[src/rtl/brianhg_gfx_i2s_pkg.sv]
// Shared constants, frame type and clock-step helper for the GFX I2S audio transmitter.
// A frame is two 32-bit slots, left slot in the upper half.
package brianhg_gfx_i2s_pkg;

    localparam int FRAME_BITS = 64;
    localparam int SLOT_BITS  = 32;

    typedef logic [FRAME_BITS-1:0] i2s_frame_t;

    // 64 BCLK periods per LRCK period means 128 BCLK toggles per sample
    function automatic logic [31:0] calc_step(input logic [31:0] sample_hz);
        return sample_hz << 7;
    endfunction

endpackage

[src/rtl/brianhg_gfx_frac_clk_div.sv]
// Fractional clock divider: adds STEP each enabled cycle and toggles its output whenever the
// accumulator wraps past CLK_HZ, so the average toggle rate is exactly STEP toggles per second.
module brianhg_gfx_frac_clk_div #(
    parameter logic [31:0] CLK_HZ = 32'd54000000,
    parameter logic [31:0] STEP   = 32'd6144000
) (
    input  logic clk,
    input  logic rst_n,
    input  logic srst,
    input  logic en,
    output logic clk_out,
    output logic rise,
    output logic fall
);

    logic [31:0] acc_r;
    logic [31:0] nxt_s;
    logic [31:0] acc_nxt_s;
    logic        toggle_s;
    logic        clk_out_r;
    logic        run_s;

    // Next accumulator value and wrap detection; no overflow because acc < CLK_HZ < 2^31
    always_comb begin
        nxt_s = acc_r + STEP;
        if (nxt_s >= CLK_HZ) begin
            toggle_s  = 1'b1;
            acc_nxt_s = nxt_s - CLK_HZ;
        end else begin
            toggle_s  = 1'b0;
            acc_nxt_s = nxt_s;
        end
    end

    assign run_s   = en && !srst;
    assign rise    = run_s && toggle_s && !clk_out_r;
    assign fall    = run_s && toggle_s && clk_out_r;
    assign clk_out = clk_out_r;

    // Accumulator and divided clock, cleared synchronously while stopped
    always_ff @(posedge clk or negedge rst_n) begin
        if (!rst_n) begin
            acc_r     <= 32'd0;
            clk_out_r <= 1'b0;
        end else if (srst) begin
            acc_r     <= 32'd0;
            clk_out_r <= 1'b0;
        end else if (en) begin
            acc_r <= acc_nxt_s;
            if (toggle_s) begin
                clk_out_r <= ~clk_out_r;
            end
        end
    end

endmodule

[src/rtl/brianhg_gfx_i2s_tx.sv]
// Philips-format I2S transmitter: stereo samples arrive through a one-deep holding register
// and are shifted out MSB-first in 32-bit slots, one frame per LRCK period.
module brianhg_gfx_i2s_tx
    import brianhg_gfx_i2s_pkg::*;
#(
    parameter int CLK_HZ    = 54000000,
    parameter int SAMPLE_HZ = 48000,
    parameter int BITS      = 16
) (
    input  logic            CLK,
    input  logic            RESET_n,
    input  logic            ENABLE,
    input  logic [BITS-1:0] IN_L,
    input  logic [BITS-1:0] IN_R,
    input  logic            IN_VALID,
    output logic            IN_READY,
    output logic            I2S_BCLK,
    output logic            I2S_LRCK,
    output logic            I2S_SDATA,
    output logic            UNDERFLOW,
    output logic [15:0]     UNDERFLOW_CNT
);

    localparam logic [31:0] STEP = calc_step(32'(SAMPLE_HZ));

    logic                 bclk_s;
    logic                 bclk_rise_unused_s;
    logic                 fall_s;
    logic                 hold_full_r;
    logic [BITS-1:0]      hold_l_r;
    logic [BITS-1:0]      hold_r_r;
    logic [5:0]           bit_cnt_r;
    logic [5:0]           p_s;
    logic                 load_s;
    logic                 accept_s;
    i2s_frame_t           frame_r;
    i2s_frame_t           new_frame_s;
    logic [SLOT_BITS-1:0] slot_l_s;
    logic [SLOT_BITS-1:0] slot_r_s;
    logic                 lrck_r;
    logic                 sdata_r;
    logic                 underflow_r;
    logic [15:0]          underflow_cnt_r;

    brianhg_gfx_frac_clk_div #(
        .CLK_HZ (32'(CLK_HZ)),
        .STEP   (STEP)
    ) u_bclk_div (
        .clk     (CLK),
        .rst_n   (RESET_n),
        .srst    (~ENABLE),
        .en      (ENABLE),
        .clk_out (bclk_s),
        .rise    (bclk_rise_unused_s),
        .fall    (fall_s)
    );

    // Slot position for this fall, load/accept decisions and the next frame image
    always_comb begin
        p_s         = bit_cnt_r + 6'd1;
        load_s      = fall_s && (p_s == 6'd63);
        accept_s    = IN_VALID && !hold_full_r;
        slot_l_s    = SLOT_BITS'(hold_l_r) << (SLOT_BITS - BITS);
        slot_r_s    = SLOT_BITS'(hold_r_r) << (SLOT_BITS - BITS);
        if (hold_full_r) begin
            new_frame_s = {slot_l_s, slot_r_s};
        end else begin
            new_frame_s = '0;
        end
    end

    assign IN_READY = ~hold_full_r;

    // Holding register: an accept on an underflow load refills it for the next frame
    always_ff @(posedge CLK or negedge RESET_n) begin
        if (!RESET_n) begin
            hold_full_r <= 1'b0;
            hold_l_r    <= '0;
            hold_r_r    <= '0;
        end else if (accept_s) begin
            hold_full_r <= 1'b1;
            hold_l_r    <= IN_L;
            hold_r_r    <= IN_R;
        end else if (load_s) begin
            hold_full_r <= 1'b0;
        end
    end

    // Serialiser: bit index ~p gives frame[63-p], and p=63 sends the old frame's last bit
    always_ff @(posedge CLK or negedge RESET_n) begin
        if (!RESET_n) begin
            bit_cnt_r <= 6'd62;
            frame_r   <= '0;
            lrck_r    <= 1'b0;
            sdata_r   <= 1'b0;
        end else if (!ENABLE) begin
            bit_cnt_r <= 6'd62;
            frame_r   <= '0;
            lrck_r    <= 1'b0;
            sdata_r   <= 1'b0;
        end else if (fall_s) begin
            bit_cnt_r <= p_s;
            sdata_r   <= frame_r[~p_s];
            lrck_r    <= (p_s >= 6'd31) && (p_s <= 6'd62);
            if (load_s) begin
                frame_r <= new_frame_s;
            end
        end
    end

    // Underflow pulse and saturating counter
    always_ff @(posedge CLK or negedge RESET_n) begin
        if (!RESET_n) begin
            underflow_r     <= 1'b0;
            underflow_cnt_r <= 16'd0;
        end else begin
            underflow_r <= load_s && !hold_full_r;
            if (load_s && !hold_full_r && (underflow_cnt_r != 16'hFFFF)) begin
                underflow_cnt_r <= underflow_cnt_r + 16'd1;
            end
        end
    end

    assign I2S_BCLK      = bclk_s;
    assign I2S_LRCK      = lrck_r;
    assign I2S_SDATA     = sdata_r;
    assign UNDERFLOW     = underflow_r;
    assign UNDERFLOW_CNT = underflow_cnt_r;

endmodule
[config.mk]
export PLATFORM = sky130hd
export DESIGN_NAME = brianhg_gfx_i2s_tx
export DESIGN_NICKNAME = d
export VERILOG_FILES = /design/src/rtl/brianhg_gfx_i2s_pkg.sv /design/src/rtl/brianhg_gfx_frac_clk_div.sv /design/src/rtl/brianhg_gfx_i2s_tx.sv
export SDC_FILE = /design/constraint.sdc
export NUM_CORES = 1
export LEC_CHECK = 0
export BUFFER_PORTS_ARGS = -buffer_cell sky130_fd_sc_hd__buf_4
export CORE_MARGIN = 5
export CORE_UTILIZATION = 45
export CTS_CLUSTER_DIAMETER = 80
export DETAILED_ROUTE_END_ITERATION = 12
export SYNTH_ARGS = -nofsm -noshare
export SYNTH_HDL_FRONTEND = slang
export SYNTH_SLANG_ARGS = --single-unit
[constraint.sdc]
create_clock -name CLK -period 3.8 [get_ports CLK]
set_input_delay 0.95 -clock CLK [delete_from_list [all_inputs] [get_ports CLK]]
set_output_delay 0.95 -clock CLK [all_outputs]
set_load 0.02 [all_outputs]
==> impl_metrics.json, run 1 <==
{
  "outcome": "complete, no violations",
  "core_mm2": 0.0128,
  "mappedNetlistNets": 564,
  "cpMaxStageDelayCell": "o31a_2",
  "numCtsBuffers": 17,
  "design_power_uw": 5530,
  "finish.utilization_pct": 55.3,
  "hold_viol": 0,
  "reported_leakage_power_uw": 0.00313,
  "power-per-cell-area_mw_per_mm2": 784,
  "holdBufCountCts": 0,
  "grt_use_total_pct": 17.3,
  "antenna_violating_nets_post_route": 0,
  "hold_ws_ps": 496,
  "relative_slew_slack_pct": 51.2,
  "setup_viol": 0,
  "detail_route.wl_per_cell_um": 16.6,
  "worst_setup_path_end_kind": "register",
  "dieArea_mm2": 0.0155,
  "cts_tree": "built",
  "cts_setup_buffers": 0,
  "chipWidth_um": 125,
  "number_of_max_cap_violations": 0,
  "clock-sinks": 116,
  "cpPeakStageDelay_ps": 580,
  "worst_ep_required_time_ps": 4100,
  "rsz0062_at_grt": "false",
  "diodes": 0,
  "overflow": 0,
  "syn_to_final_growth_pct": 19.3,
  "skew_ps": 17.0,
  "post-route-min-period_ps": 3430,
  "detail_route.vias_per_cell": 5.61,
  "buffer_ports.inserted": 56,
  "rows": 41,
  "yosys.cell_count.top_type": "dfrtp_1",
  "post_synth_most_frequent_cells": "111 x dfrtp_1, 33 x mux2_2, 32 x a22o_1",
  "globalplace.congestion": 0.886,
  "cts.root.buffer_cell": "clkbuf_16",
  "cts_resized": 0,
  "number_of_fill_cells": 1095,
  "syn-instance-count": 522,
  "synth.cell_area_mm2": 0.00592,
  "antenna_found_initial": 0,
  "clk_pin_slew_ps": 50,
  "routed_wirelength_um": 12600,
  "multi_input_comb_area_mm2": 0.00280,
  "edff_count_synth": 0,
  "achievable-frequency_ghz": 0.291,
  "floorplan.io_pins": 57,
  "drive_gt1_share_pct": 26.8,
  "sequential_cell_area_mm2": 0.00291,
  "worst_slew_pin_slew_ps": 732,
  "drc": 0,
  "hold_path.class": "reg2reg",
  "chip_height_um": 125,
  "ys_top_cells_by_area": "dfrtp_1 47%, mux2_2 6.3%, a22o_1 4.7%, mux4_2 3.8%, xor2_1 3.7%",
  "yosys_register_bits": 116,
  "startpoint_type": "register",
  "hpwlAfterDp_um": 8720,
  "synthDominantCellAreaShare_pct": 47.0,
  "ys.flop_type": "dfrtp_1",
  "critPathArrivalTime_ps": 3730,
  "maximum_number_of_pins_on_one_net_before_global_route_repair": 63,
  "yosys.cell_types.count": 63,
  "cp_cell_sequence": "nor3_1, xor2_1, or4_1, a22oi_1, a21o_1, a221oi_4, o31a_2, a22o_1",
  "final_net_count": 619,
  "clk-insertion-delay-late_ps": 420,
  "ys_async_rst_share_pct": 100,
  "critical_path.max_fanout": 32,
  "grt_pass1_vias": 4416,
  "maxSlewViolCount": 0,
  "detail_route.iter0.violations": 377,
  "cts_max_level": 4,
  "ir_worst_vdd_v": 0.000362,
  "cts_max_path_buffers": 2,
  "global_route_wire_length_before_repair_um": 21900,
  "critPathKind": "reg2reg",
  "avgSynthCellArea_um2": 11.3,
  "vias": 4277,
  "initial_utilization_pct": 46.3,
  "final_total_negative_setup_slack_ps": 0,
  "synth_warnings": 0,
  "synth_sequential_area_ratio_pct": 49.2,
  "synth_top_area_cell": "dfrtp_1",
  "final_min_period_over_clock_period_pct": 90.3,
  "number_of_optimization_iterations_in_the_first_detailed_route_pass": 4
}
## metal layers
layer  up-vias  global-route usage (%)  wire length [um]
li1       2063                       -                 -
met4         0                    8.12               244
met2        87                    27.8              6270
met1      2111                    22.3              5650
met3        16                    3.82               467
met5         -                       0                 0
## critical path, delay by kind of cell (launching register included)
| kind | cells | cell delay (ps) |
|---|---|---|
| compound gates | 5 | 1610 |
| simple gates | 2 | 1050 |
| flops | 1 | 430 |
| xor+xnor | 1 | 210 |
## state kept, by name, indices dropped and copies added (netlist names), 6 cells and up
register / flops
UNDERFLOW_CNT: 16
bit_cnt_r: 6
frame_r: 32
hold_l_r: 16
hold_r_r: 16
u_bclk_div.acc_r: 25
## cells by family after synthesis
family	Yosys count	share of synthesized area, %
DFF	116	49.2
muxes	49	11.2
xor gates and xnor gates	37	5.48
buffers and inverters	45	3.60
and+or+nand+nor	155	14.7
adders and majority gates	6	1.27
AOI/OAI and AO/OA	114	14.6
## report_power, final
| group | leakage [uW] | internal (uW) | switching, uW |
|---|---|---|---|
| Clock | 0.000265 | 953 | 577 |
| Sequential | 0.00150 | 1650 | 378 |
| Combinational | 0.00137 | 937 | 1040 |
| Total | 0.00313 | 3540 | 1990 |
## cells in the final DEF (no fill, tap or decap), types with 11 or more instances in the layout
cell | Yosys | routed
a21oi_1 | 21 | 21
a22o_1 | 32 | 32
buf_4 | 4 | 65
clkbuf_16 | 0 | 17
dfrtp_1 | 111 | 111
inv_1 | 14 | 14
mux2_2 | 33 | 33
nand2_1 | 27 | 27
nand3_1 | 14 | 14
nand4_1 | 11 | 11
nor2_1 | 16 | 16
nor3_1 | 20 | 20
o21ai_0 | 14 | 14
or3_1 | 13 | 13
xnor2_1 | 12 | 12
xor2_1 | 25 | 25
## stage by stage
step / area (um^2) / worst slack [ps] / instances
after floorplan: 5920 / 900 / 522
after global placement: 6480 / 498 / 730
after detailed placement: 6480 / 421 / 730
after CTS: 7060 / 402 / 762
after global routing: 7060 / 69.4 / 762
final: 7060 / 369 / 762
## final cells by class
| cell class | instances | area share (%) |
|---|---|---|
| Timing Repair Buffer | 66 | 7.20 |
| Clock buffer | 22 | 6.72 |
| Inverter | 15 | 0.798 |
| Tap cell | 172 | 3.05 |
| Sequential cell | 116 | 41.2 |
| Multi-Input combinational cell | 361 | 39.6 |
| Clock inverter | 10 | 1.40 |
## final timing paths
path | start | end | slack [ps] | cells after the start
max | u_bclk_div.acc_r[14] | frame_r[20] | 370 | 8
min | frame_r[22] | frame_r[22] | 500 | 1
max reg2reg | u_bclk_div.acc_r[14] | frame_r[20] | 370 | 8
min reg2reg | frame_r[22] | frame_r[22] | 500 | 1
max in group asynchronous | RESET_n | bit_cnt_r[4] | 2390 | 2
min in group asynchronous | RESET_n | hold_r_r[5] | 580 | 1
Power figures use the tool's default switching activity.
==> run 2, diff against run 1 <==
--- a/config.mk
+++ b/config.mk
@@ -5,11 +5,12 @@
 export SDC_FILE = /design/constraint.sdc
 export NUM_CORES = 1
 export LEC_CHECK = 0
-export BUFFER_PORTS_ARGS = -buffer_cell sky130_fd_sc_hd__buf_4
+export ABC_AREA = 1
 export CORE_MARGIN = 5
 export CORE_UTILIZATION = 45
 export CTS_CLUSTER_DIAMETER = 80
 export DETAILED_ROUTE_END_ITERATION = 12
+export DONT_BUFFER_PORTS = 1
 export SYNTH_ARGS = -nofsm -noshare
 export SYNTH_HDL_FRONTEND = slang
 export SYNTH_SLANG_ARGS = --single-unit
==> impl_metrics.json, run 2 <==
{
  "skew_ps": 28.8,
  "numPlacedInstances": 932,
  "chipWidth_um": 129,
  "chip_height_um": 129,
  "worst_r2r_endpoint": "UNDERFLOW_CNT[4]",
  "avgSynthCellArea_um2": 8.20,
  "switching_share_pct": 37.2,
  "cts_resized": 0,
  "worst_slew_pin_slew_ps": 690,
  "grt_pass1_vias": 5036,
  "maximum_number_of_pins_on_one_net_before_global_route_repair": 117,
  "syn-instance-count": 779,
  "relative_slew_slack_pct": 54.0,
  "yosys_register_bits": 116,
  "power-per-cell-area_mw_per_mm2": 792,
  "synth_warnings": 0,
  "ys_top_cells_by_area": "dfrtp_1 43%, nand2_1 11%, nand3_1 6.3%, mux2_2 5.5%, nor2_1 3.9%",
  "startpoint_type": "register",
  "mostFrequentLayoutCells": "195 x nand2_1, 111 x dfrtp_1, 81 x nand3_1, 67 x nor2_1, 60 x inv_1",
  "hold_path.class": "in2async",
  "maxSlewViolCount": 0,
  "synth_sequential_area_ratio_pct": 45.5,
  "vias": 5142,
  "switching_power_uw": 2110,
  "timing.reg2reg.worst_path_depth": 16,
  "clock-sinks": 116,
  "reg.largest.list": "frame_r: 32 flops, u_bclk_div.acc_r: 25 flops",
  "comb_power_share_pct": 35.4,
  "rows": 43,
  "worst_slack_ps": 891,
  "worst_setup_path_end_kind": "register",
  "critPathArrivalTime_ps": 3270,
  "end_point_of_the_critical_path": "UNDERFLOW_CNT[4]",
  "yosys.cell_count.top_type": "nand2_1",
  "setup_viol": 0,
  "final_total_negative_setup_slack_ps": 0,
  "final_common_cell": "nand2_1",
  "initial_utilization_pct": 46.0,
  "cpPeakStageDelay_ps": 410,
  "global_route_wire_length_before_repair_um": 24700,
  "multi_input_comb_area_mm2": 0.00306,
  "globalplace.congestion": 0.833,
  "largest_register_by_flop_count": "frame_r",
  "synth.cell_area_mm2": 0.00639,
  "antenna_found_initial": 0,
  "syn_to_final_growth_pct": 11.9,
  "cts_max_path_buffers": 2,
  "intPower_uw": 3560,
  "drive_gt1_share_pct": 14.0,
  "synth_top_area_cell": "dfrtp_1",
  "max_reg_flops": 32,
  "number_of_optimization_iterations_in_the_first_detailed_route_pass": 5,
  "hold_viol": 0,
  "edff_count_synth": 0,
  "dieArea_mm2": 0.0167,
  "detail_route.iter0.violations": 368,
  "grt_use_total_pct": 18.3,
  "yosys.cell_types.count": 43,
  "timing.critical_path.mode_cell": "nand2_1",
  "rsz0062_at_grt": "false",
  "cts_setup_buffers": 0,
  "sequential_cell_area_mm2": 0.00291,
  "routed_wirelength_um": 14200,
  "worst_r2r_setup_slack_ps": 890,
  "mappedNetlistNets": 821,
  "post-route-min-period_ps": 2910,
  "cts.root.buffer_cell": "clkbuf_16",
  "core_mm2": 0.0139,
  "holdBufCountCts": 0,
  "number_of_max_cap_violations": 0,
  "hpwlAfterDp_um": 9740,
  "final_net_count": 813,
  "final_cell_count_no_fill": 964,
  "ir_worst_vdd_v": 0.000373,
  "post-place-ws_ps": 914,
  "cts_max_level": 4,
  "synthDominantCellAreaShare_pct": 43.5,
  "clk_pin_slew_ps": 50,
  "drc": 0,
  "cp_cell_sequence": "inv_1, ha_1, nand2_1, nand2_2, nand3_1, nand2_1, nand2_1, nand2_2, nand2_4, nor2_8, nand2_2, nand3_4, nand4_4, nor2_4, nand3_1, nand2_1",
  "design_power_uw": 5660,
  "detail_route.wl_per_cell_um": 14.8,
  "critical_path.max_fanout": 30,
  "regToRegStartpoint": "u_bclk_div.acc_r[14]",
  "outcome": "complete, no violations",
  "achievable-frequency_ghz": 0.344,
  "power_share_of_the_clock_group_pct": 31.1,
  "reported_leakage_power_uw": 0.00348,
  "overflow": 0,
  "ys_async_rst_share_pct": 100,
  "final_min_period_over_clock_period_pct": 76.6,
  "number_of_fill_cells": 1335,
  "floorplan.io_pins": 57,
  "cts_tree": "built",
  "clk-insertion-delay-late_ps": 420,
  "ys.flop_type": "dfrtp_1",
  "buffer_ports.inserted": 0,
  "detail_route.vias_per_cell": 5.33,
  "cpMaxStageDelayCell": "dfrtp_1",
  "critPathKind": "reg2reg",
  "worst_ep_required_time_ps": 4160,
  "post_synth_most_frequent_cells": "195 x nand2_1, 111 x dfrtp_1, 81 x nand3_1",
  "antenna_violating_nets_post_route": 0,
  "numCtsBuffers": 17,
  "power.sequential.fraction_pct": 33.4,
  "finish.utilization_pct": 51.5,
  "critical_path.startpoint": "u_bclk_div.acc_r[14]",
  "diodes": 0
}
[run 2: cell type report]
type / instances / share of cell area [%]
Multi-Input combinational cell: 564 / 42.8
Sequential cell: 116 / 40.7
Clock buffer: 22 / 6.78
Timing Repair Buffer: 6 / 0.630
Tap cell: 180 / 3.15
Inverter: 66 / 3.47
Clock inverter: 10 / 2.45
[run 2: layer usage]
metal | track usage (%) | wire length (um)
met4 | 5.56 | 140
met1 | 24.0 | 6530
met3 | 5.52 | 597
met2 | 29.3 | 6970
met5 | 0 | 0
[run 2: cell families after synthesis]
family,after synthesis,synth area share (%)
compound gates,87,7.66
xor+xnor,20,2.74
fa+ha+maj,6,1.18
buf+inv,99,6.54
flops,116,45.5
mux,31,5.47
simple gates,420,30.9
[run 2: critical path, delay by kind of cell (launching register included)]
family        cells  cell delay (ps)
flops             1              410
buf+inv           1              110
fa+ha+maj         1              230
simple gates     14             2100
[run 2: metrics by stage]
step           hold WS, ps  instance area [um^2]
3_3_place_gp           485                  6490
5_1_grt                204                  7150
2_1_floorplan          467                  6390
6_report               229                  7150
4_1_cts                215                  7150
3_5_place_dp           494                  6490
[run 2: power by group through the flow]
| stage | registers (uW) | logic (uW) | clock network [uW] |
|---|---|---|---|
| after floorplan | 1830 | 1670 | 0 |
| after global placement | 1900 | 1960 | 0 |
| after detailed placement | 1910 | 2000 | 0 |
| after CTS | 1900 | 2010 | 1800 |
| after global routing | 1940 | 2280 | 1870 |
| final | 1890 | 2010 | 1760 |
[run 2: how the worst min path moves through the flow]
stage	start	slack [ps]	to
floorplan	u_bclk_div.acc_r[8]	470	u_bclk_div.acc_r[8]
global placement	bit_cnt_r[4]	490	bit_cnt_r[4]
detailed placement	hold_l_r[14]	490	hold_l_r[14]
CTS	RESET_n	220	hold_r_r[11]
global route	RESET_n	200	hold_r_r[1]
finish	RESET_n	230	frame_r[61]
==> run 3, diff against run 2 <==
==> constraint.sdc (replaced) <==
create_clock -name CLK -period 2.7 [get_ports CLK]
set_input_delay 0.675 -clock CLK [delete_from_list [all_inputs] [get_ports CLK]]
set_output_delay 0.675 -clock CLK [all_outputs]
set_load 0.02 [all_outputs]
==> impl_metrics.json, run 3 (synthesis results as in run 2) <==
{
  "startpoint_type": "register",
  "grt_pass1_vias": 5304,
  "number_of_fill_cells": 1314,
  "achievable-frequency_ghz": 0.394,
  "antenna_violating_nets_post_route": 0,
  "chip_height_um": 129,
  "cpPeakStageDelay_ps": 420,
  "number_of_max_cap_violations": 0,
  "number_of_optimization_iterations_in_the_first_detailed_route_pass": 5,
  "syn_to_final_growth_pct": 15.3,
  "setup_viol": 0,
  "cp_cell_sequence": "inv_2, ha_4, nand2_1, nand3b_1, nor2_1, nand2_1, nand2_2, nand3_2, nand2_2, nand2_4, nand3_4, nand3_4, nor2_4, buf_4, nand3_4, nand2_2, nand2_1",
  "hold_path.class": "in2async",
  "reg.largest.list": "frame_r: 32 flops, u_bclk_div.acc_r: 25 flops",
  "multi_input_comb_area_mm2": 0.00317,
  "dpl-instance-area_mm2": 0.00656,
  "final_total_negative_setup_slack_ps": 0,
  "ir_worst_vdd_v": 0.000537,
  "vias": 5280,
  "mostFrequentLayoutCells": "184 x nand2_1, 111 x dfrtp_1, 80 x nand3_1, 66 x nor2_1, 59 x inv_1",
  "crit_buf_inv": 2,
  "hpwlAfterDp_um": 9970,
  "detail_route.iter0.violations": 316,
  "cts.root.buffer_cell": "clkbuf_16",
  "sequential_cell_area_mm2": 0.00291,
  "clock-sinks": 116,
  "max_reg_flops": 32,
  "final_cell_count_no_fill": 985,
  "buffer_ports.inserted": 0,
  "relative_slew_slack_pct": 59.3,
  "critical_path.startpoint": "u_bclk_div.acc_r[14]",
  "overflow": 0,
  "drc": 0,
  "largest_register_by_flop_count": "frame_r",
  "numCtsBuffers": 17,
  "routed_wirelength_um": 14800,
  "floorplan.io_pins": 57,
  "final_cell_area_mm2": 0.00737,
  "initial_utilization_pct": 46.0,
  "reported_leakage_power_uw": 0.00358,
  "antenna_found_initial": 0,
  "outcome": "finished with violations",
  "cts_max_path_buffers": 2,
  "detail_route.wl_per_cell_um": 15.0,
  "global_route_wire_length_before_repair_um": 24900,
  "violations_in_the_final_reports": "negative hold slack",
  "cpMaxStageDelayCell": "dfrtp_1",
  "final_net_count": 834,
  "chipWidth_um": 129,
  "skew_ps": 13.6,
  "critical-path-top-delay-family": "simple AND/OR/NAND/NOR gates",
  "worst_ep_required_time_ps": 3010,
  "worst_slew_pin_slew_ps": 609,
  "dieArea_mm2": 0.0167,
  "worst_setup_path_end_kind": "register",
  "post-route-min-period_ps": 2540,
  "numPlacedInstances": 940,
  "drive_gt1_share_pct": 18.1,
  "cts_tree": "built",
  "design_power_uw": 8010,
  "critical_path.max_fanout": 8,
  "regToRegStartpoint": "u_bclk_div.acc_r[14]",
  "final_min_period_over_clock_period_pct": 93.9,
  "core_mm2": 0.0139,
  "hold_ws_ps": -42.9,
  "power-per-cell-area_mw_per_mm2": 1090,
  "end_point_of_the_critical_path": "UNDERFLOW_CNT[0]",
  "clk-insertion-delay-late_ps": 420,
  "clk_pin_slew_ps": 60,
  "final_common_cell": "nand2_1",
  "diodes": 0,
  "rows": 43,
  "hold_viol": 111,
  "critPathKind": "reg2reg",
  "critPathArrivalTime_ps": 2840,
  "cts_max_level": 4,
  "crit_cells": 17,
  "worst_r2r_endpoint": "UNDERFLOW_CNT[0]",
  "grt_use_total_pct": 18.5,
  "worst_r2r_setup_slack_ps": 160,
  "detail_route.vias_per_cell": 5.36,
  "timing.reg2reg.worst_path_depth": 17,
  "finish.utilization_pct": 53.1,
  "maxSlewViolCount": 0,
  "globalplace.congestion": 0.822,
  "maximum_number_of_pins_on_one_net_before_global_route_repair": 117
}
run 3: area by class of cell:
class,instances,area share [%]
clock buffer,21,6.25
sequential,116,39.5
tap,180,3.06
inverter,66,3.36
clock inverter,11,1.80
multi-input combinational,565,43.0
timing repair buffer,26,3.04
run 3: what timing repair did:
| item | CTS | global route |
|---|---|---|
| hold endpoints to repair | 111 | 111 |
| buffers inserted | 0 | 12 |
| gates cloned | 0 | 1 |
| endpoints found under the setup margin | 6 | 68 |
| pin swaps | 1 | 7 |
| gates resized for setup | 0 | 24 |
run 3: through the flow:
stage / setup WS, ps / hold slack, ps
3_5_place_dp: 10.2 / 384
5_1_grt: -37.1 / -63.7
3_3_place_gp: 62.4 / 383
2_1_floorplan: 407 / 379
6_report: 164 / -42.9
4_1_cts: -10.6 / -66.4
run 3: report_power, final:
group | switching [uW] | total [uW] | internal (uW) | leakage, uW
registers | 375 | 2650 | 2280 | 0.00149
clock network | 776 | 2260 | 1490 | 0.000296
logic | 1910 | 3100 | 1190 | 0.00179
total | 3060 | 8010 | 4950 | 0.00358
run 3: how the worst min path moves through the flow:
stage / startpoint / endpoint / slack (ps) / depth (start not counted)
2_1_floorplan: RESET_n / I2S_LRCK / 380 / 0
3_3_place_gp: RESET_n / hold_r_r[15] / 380 / 0
3_5_place_dp: RESET_n / hold_r_r[15] / 380 / 0
4_1_cts: RESET_n / u_bclk_div.acc_r[17] / -70 / 0
5_1_grt: RESET_n / hold_r_r[7] / -60 / 0
6_report: RESET_n / frame_r[61] / -40 / 0
run 3: layer usage:
layer	GRT usage, %	vias up	part of all wire, %
li1	-	2623	-
met1	23.7	2512	46
met2	30.4	130	49
met3	4.99	15	4.6
met4	6.30	0	1.1
met5	0	-	0
